**config.mk**
```make
export PLATFORM = sky130hd
export DESIGN_NAME = sseg_scan_driver
export DESIGN_NICKNAME = d
export VERILOG_FILES = /design/src/rtl/sseg_pkg.sv /design/src/rtl/sseg_scan_timer.sv /design/src/rtl/sseg_scan_driver.sv
export SDC_FILE = /design/constraint.sdc
export NUM_CORES = 1
export LEC_CHECK = 0
export BUFFER_PORTS_ARGS = -buffer_cell sky130_fd_sc_hd__buf_2
export CAP_MARGIN = 20
export CORE_MARGIN = 5
export CORE_UTILIZATION = 47
export DETAILED_ROUTE_END_ITERATION = 6
export PLACE_DENSITY = 0.72
export SLEW_MARGIN = 20
export SYNTH_ARGS = -nofsm -noshare
export SYNTH_HDL_FRONTEND = slang
export SYNTH_SLANG_ARGS = --single-unit
```
**constraint.sdc**
```tcl
create_clock -name clk -period 2.5 [get_ports clk]
set_clock_uncertainty 0.2 [all_clocks]
set_input_delay 0.375 -clock clk [delete_from_list [all_inputs] [get_ports clk]]
set_output_delay 0.375 -clock clk [all_outputs]
set_load 0.02 [all_outputs]
```
**src/rtl/sseg_pkg.sv**
```systemverilog
// rtl/sseg_pkg.sv - glyph type, glyph constants, scan state enum and width helper
package sseg_pkg;

  typedef logic [6:0] glyph_t;

  // Active-low segment patterns ordered {g,f,e,d,c,b,a}
  localparam glyph_t GLYPH_BLANK = 7'h7F;
  localparam glyph_t GLYPH_T     = 7'b0000111;
  localparam glyph_t GLYPH_D     = 7'b0100001;
  localparam glyph_t GLYPH_N     = 7'b0101011;
  localparam glyph_t GLYPH_R     = 7'b0101111;
  localparam glyph_t GLYPH_0     = 7'b1000000;
  localparam glyph_t GLYPH_1     = 7'b1111001;
  localparam glyph_t GLYPH_2     = 7'b0100100;
  localparam glyph_t GLYPH_3     = 7'b0110000;
  localparam glyph_t GLYPH_4     = 7'b0011001;
  localparam glyph_t GLYPH_5     = 7'b0010010;
  localparam glyph_t GLYPH_6     = 7'b0000010;
  localparam glyph_t GLYPH_7     = 7'b1111000;
  localparam glyph_t GLYPH_8     = 7'b0000000;
  localparam glyph_t GLYPH_9     = 7'b0010000;

  typedef enum logic {
    BLANK = 1'b0,
    ON    = 1'b1
  } scan_state_t;

  function automatic int idx_width(input int n);
    return (n > 1) ? $clog2(n) : 1;
  endfunction

endpackage

```
**src/rtl/sseg_scan_timer.sv**
```systemverilog
// rtl/sseg_scan_timer.sv - slot counter, digit index and slot-start pulse
module sseg_scan_timer
  import sseg_pkg::*;
#(
  parameter int DIGITS   = 4,
  parameter int SLOT_CYC = 25000,
  localparam int IDX_W   = idx_width(DIGITS),
  localparam int CNT_W   = idx_width(SLOT_CYC)
) (
  input  logic             i_clk,
  input  logic             i_rst,
  output logic [CNT_W-1:0] o_slot_cnt,
  output logic [IDX_W-1:0] o_digit_idx,
  output logic             o_slot_tick
);

  logic [CNT_W-1:0] r_slot_cnt;
  logic [IDX_W-1:0] r_digit_idx;
  logic             r_slot_tick;

  // The tick register is loaded with "next count is zero" so it lines up with slot_cnt == 0
  always_ff @(posedge i_clk) begin
    if (i_rst) begin
      r_slot_cnt  <= '0;
      r_digit_idx <= '0;
      r_slot_tick <= 1'b0;
    end else if (r_slot_cnt == CNT_W'(SLOT_CYC - 1)) begin
      r_slot_cnt  <= '0;
      r_slot_tick <= 1'b1;
      if (r_digit_idx == IDX_W'(DIGITS - 1)) r_digit_idx <= '0;
      else                                   r_digit_idx <= r_digit_idx + 1'b1;
    end else begin
      r_slot_cnt  <= r_slot_cnt + 1'b1;
      r_slot_tick <= 1'b0;
    end
  end

  assign o_slot_cnt  = r_slot_cnt;
  assign o_digit_idx = r_digit_idx;
  assign o_slot_tick = r_slot_tick;

endmodule

```
**src/rtl/sseg_scan_driver.sv**
```systemverilog
// rtl/sseg_scan_driver.sv - multiplexed 7-segment driver with glyph regs, override and optional blink (SSEG_BLINK_EN)
module sseg_scan_driver
  import sseg_pkg::*;
#(
  parameter int DIGITS    = 4,
  parameter int SLOT_CYC  = 25000,
  parameter int BLANK_CYC = 2,
  parameter int OVR_DIGIT = DIGITS - 1,
  parameter int BLINK_CYC = 50_000_000,
  localparam int IDX_W    = idx_width(DIGITS),
  localparam int CNT_W    = idx_width(SLOT_CYC)
) (
  input  logic              clk,
  input  logic              rst,
  input  logic              wr_en,
  input  logic [IDX_W-1:0]  wr_idx,
  input  logic [6:0]        wr_glyph,
  input  logic              override_active,
  input  logic [6:0]        override_char,
  input  logic [DIGITS-1:0] blink_mask,
  output logic [DIGITS-1:0] an_out,
  output logic [6:0]        char_out,
  output logic              slot_tick
);

  logic [CNT_W-1:0]  w_slot_cnt;
  logic [IDX_W-1:0]  w_digit_idx;
  logic              w_slot_tick;
  logic              w_in_blank;
  logic              w_blink_off;
  glyph_t            w_glyph;
  logic [DIGITS-1:0] w_an_on;

  glyph_t            r_glyph [DIGITS];
  scan_state_t       r_state;
  logic [DIGITS-1:0] r_an_out;
  glyph_t            r_char_out;

  sseg_scan_timer #(
    .DIGITS  (DIGITS),
    .SLOT_CYC(SLOT_CYC)
  ) u_timer (
    .i_clk      (clk),
    .i_rst      (rst),
    .o_slot_cnt (w_slot_cnt),
    .o_digit_idx(w_digit_idx),
    .o_slot_tick(w_slot_tick)
  );

  // Indices outside 0..DIGITS-1 match no register, so such writes fall away
  always_ff @(posedge clk) begin
    for (int i = 0; i < DIGITS; i++) begin
      if (rst)                                      r_glyph[i] <= GLYPH_BLANK;
      else if (wr_en && (wr_idx == IDX_W'(i)))      r_glyph[i] <= wr_glyph;
    end
  end

`ifdef SSEG_BLINK_EN
  localparam int BLK_W = idx_width(BLINK_CYC);
  logic [BLK_W-1:0] r_blink_cnt;
  logic             r_blink_phase;

  always_ff @(posedge clk) begin
    if (rst) begin
      r_blink_cnt   <= '0;
      r_blink_phase <= 1'b0;
    end else if (r_blink_cnt == BLK_W'(BLINK_CYC - 1)) begin
      r_blink_cnt   <= '0;
      r_blink_phase <= ~r_blink_phase;
    end else begin
      r_blink_cnt   <= r_blink_cnt + 1'b1;
    end
  end

  assign w_blink_off = r_blink_phase & blink_mask[w_digit_idx];
`else
  logic w_unused_blink;
  assign w_unused_blink = ^blink_mask;
  assign w_blink_off    = 1'b0;
`endif

  assign w_in_blank = (BLANK_CYC > 0) && (32'(w_slot_cnt) < BLANK_CYC);
  assign w_an_on    = ~(DIGITS'(1) << w_digit_idx);

  always_comb begin
    w_glyph = r_glyph[w_digit_idx];
    if (override_active)  w_glyph = (w_digit_idx == IDX_W'(OVR_DIGIT)) ? override_char : GLYPH_BLANK;
    else if (w_blink_off) w_glyph = GLYPH_BLANK;
  end

  // Outputs default dark each cycle; only the ON path drives an anode
  always_ff @(posedge clk) begin
    if (rst) begin
      r_state    <= BLANK;
      r_an_out   <= '1;
      r_char_out <= GLYPH_BLANK;
    end else begin
      r_an_out   <= '1;
      r_char_out <= GLYPH_BLANK;
      unique case (r_state)
        BLANK: begin
          if (!w_in_blank) begin
            r_state    <= ON;
            r_an_out   <= w_an_on;
            r_char_out <= w_glyph;
          end
        end
        ON: begin
          if (w_in_blank) begin
            r_state    <= BLANK;
          end else begin
            r_an_out   <= w_an_on;
            r_char_out <= w_glyph;
          end
        end
        default: r_state <= BLANK;
      endcase
    end
  end

  assign an_out    = r_an_out;
  assign char_out  = r_char_out;
  assign slot_tick = w_slot_tick;

endmodule

```
==> impl_metrics.tcl <==
set metrics [dict create \
    status "complete, no violations" \
    final_nets 274 \
    wl_um 4340 \
    pre_cts_ws_ns 0.193 \
    htree_num_levels 3 \
    insertedDiodeCount 0 \
    ys_warn_count 0 \
    layout_min_cycle_time_ns 2.30 \
    ioPinCount 36 \
    tightest_slew_ns 0.808 \
    vias_per_cell 4.88 \
    dr.pass1.iters 4 \
    startpoint "u_timer.o_slot_cnt[10]" \
    multiInputGateArea_um2 918 \
    gp_congestion 0.782 \
    antenna_found_initial 0 \
    grt_usage 0.153 \
    area_growth_pct 16.5 \
    regArea_mm2 0.00146 \
    ys_ff_latch 59 \
    rr_worst_depth 4 \
    clk_latency_ns 0.34 \
    p_leak_nw 0.977 \
    cts_resized 0 \
    place_hpwl_um 2980 \
    syn_area_per_cell_um2 11.8 \
    clkSinkCount 59 \
    finalHoldViolations 0 \
    ant_nets 0 \
    overflow 0 \
    dieArea_mm2 0.00672 \
    cts_tree "done" \
    synth.most_common_cell "dfxtp_1" \
    drt_iter0_markers 97 \
    required_ns 2.57 \
    start_util 0.480 \
    fin_setup_tns_ns 0 \
    async_flop_share 0 \
    reg2reg_slack_ns 0.20 \
    synth_ff_type "dfxtp_1" \
    clk_pin_slew_ns 0.06 \
    ys_seq_area_frac 0.600 \
    r2r_start "u_timer.o_slot_cnt[10]" \
    synth_cell_type_count 27 \
    syn_nets 235 \
    fillerInstances 460 \
    synth_top_cell_area_share 0.345 \
    via_count 1561 \
    layout-drive-gt1-share 0.268 \
    drv_cap 0 \
    slew_viol_final 0 \
    fmax_mhz 434 \
    core_mm2 0.00507 \
    numCtsBuffers 9 \
    io_buffers 31 \
    critPathArrivalTime_ns 2.37 \
    grt_setup_unrepaired "no" \
    min_path_type "in2reg" \
    cp_max_fo 5 \
    finalWorstSetupSlack_ns 0.196 \
    syn_inst 206 \
    post_cts_buffers 0 \
    root_buffer "clkbuf_8" \
    grt_max_degree 15 \
    synth_edf_count 28 \
    drc_errors 0 \
    synth_area_leaders "edfxtp_1 35%, dfxtp_1 25%, mux4_2 6.5%, nand2b_1 5.9%, xnor2_1 4.0%" \
    cp-start-kind "flip-flop" \
    die_y_um 82.0 \
    peakVddDrop_mv 0.474 \
    rows 26 \
    powerDensity_mw_per_mm2 662 \
    clockBufferDepth 2 \
    ys_top_cells_by_count "31 x dfxtp_1, 28 x edfxtp_1, 23 x nand2b_1, 20 x nor2_1, 17 x nand2_1" \
    die_w_um 82.0 \
    worst_slew_margin_rel 0.459 \
    grt_pass1_vias 1512 \
    syn_area_mm2 0.00243 \
    finalCritPeriodShare 0.922 \
    grt_pass1_wl_um 7290 \
    yosys.area.top_type "edfxtp_1" \
    worstSetupPathType "reg2reg" \
    cp-end-kind "flip-flop" \
    ctsHoldBuffers 0 \
    setup_violations 0 \
    wl_per_cell_um 13.6 \
]
[per-layer routing]
layer | vias up | GRT usage | routed length (µm)
met2 | 35 | 0.216 | 1870
li1 | 807 | - | -
met1 | 712 | 0.204 | 2150
met3 | 7 | 0.0625 | 241
met4 | 0 | 0.0698 | 89
met5 | - | 0 | 0
[metrics by stage]
stage          utilization  instance area [µm²]  instances  hold WS, ns  power [W]
3_3_place_gp         0.528                 2680        304        0.230    0.00120
6_report             0.559                 2840        320       0.0546    0.00188
3_5_place_dp         0.528                 2680        304        0.245    0.00120
2_1_floorplan            -                 2430        206        0.218    0.00115
5_1_grt              0.559                 2840        320       0.0349    0.00198
4_1_cts              0.559                 2840        320       0.0326    0.00191
[final cells by class]
| type | count | area share |
|---|---|---|
| inverters | 7 | 0.00926 |
| clock buffers | 9 | 0.0437 |
| multi-input cells | 133 | 0.324 |
| flip-flops and latches | 59 | 0.515 |
| clock inverters | 7 | 0.0123 |
| repair buffers | 35 | 0.0653 |
| well taps | 70 | 0.0309 |
[registers in the layout, indices dropped and copies added, names as in the netlist, named ones only]
name / flops
an_out: 4
char_out: 7
r_glyph: 28
u_timer.o_digit_idx: 2
u_timer.o_slot_cnt: 15
u_timer.o_slot_tick: 1
[cell families (layout without fill, tap and decap cells)]
family,after synthesis,after routing,synth area share
AOI/OAI and AO/OA,13,13,0.0380
DFF,59,59,0.600
xor gates and xnor gates,13,13,0.0468
and+or+nand+nor,94,94,0.198
adders and majority gates,5,5,0.0257
buffers and inverters,14,58,0.0226
muxes,8,8,0.0689
[power by group]
group	internal, W	switching (W)
Sequential	0.00105	0.0000132
Clock	0.000344	0.000356
Combinational	0.0000488	0.0000615
[worst min-delay path by stage]
stage | start | end | depth (start not counted)
6_report | override_char[3] | char_out[3] | 3
4_1_cts | override_char[3] | char_out[3] | 3
2_1_floorplan | u_timer.o_slot_cnt[0] | u_timer.o_slot_cnt[0] | 1
5_1_grt | override_char[3] | char_out[3] | 3
3_3_place_gp | u_timer.o_slot_cnt[0] | u_timer.o_slot_cnt[0] | 1
3_5_place_dp | u_timer.o_slot_cnt[0] | u_timer.o_slot_cnt[0] | 1
[critical path, stage by stage (launching register included)]
cell     delay [ns]
dfxtp_1        0.35
or4_1          0.55
or4_1          0.63
or3_1          0.36
a21oi_2        0.15
[layout by cell type (no fill, tap or decap), drive strengths merged, types with 2 or more instances in the layout]
cell	netlist	layout
nor2	20	20
edfxtp	28	28
inv	7	7
nand2b	23	23
mux4	7	7
nand3	6	6
nor3	8	8
clkbuf	3	9
o22ai	6	6
or3	3	3
or2	7	7
nor4	5	5
a31o	4	4
dfxtp	31	31
ha	5	5
nand2	17	17
nand4	2	2
xor2	2	2
or4	2	2
xnor2	11	11
buf	4	35
clkinv	0	7
Power figures use the tool's default switching activity.
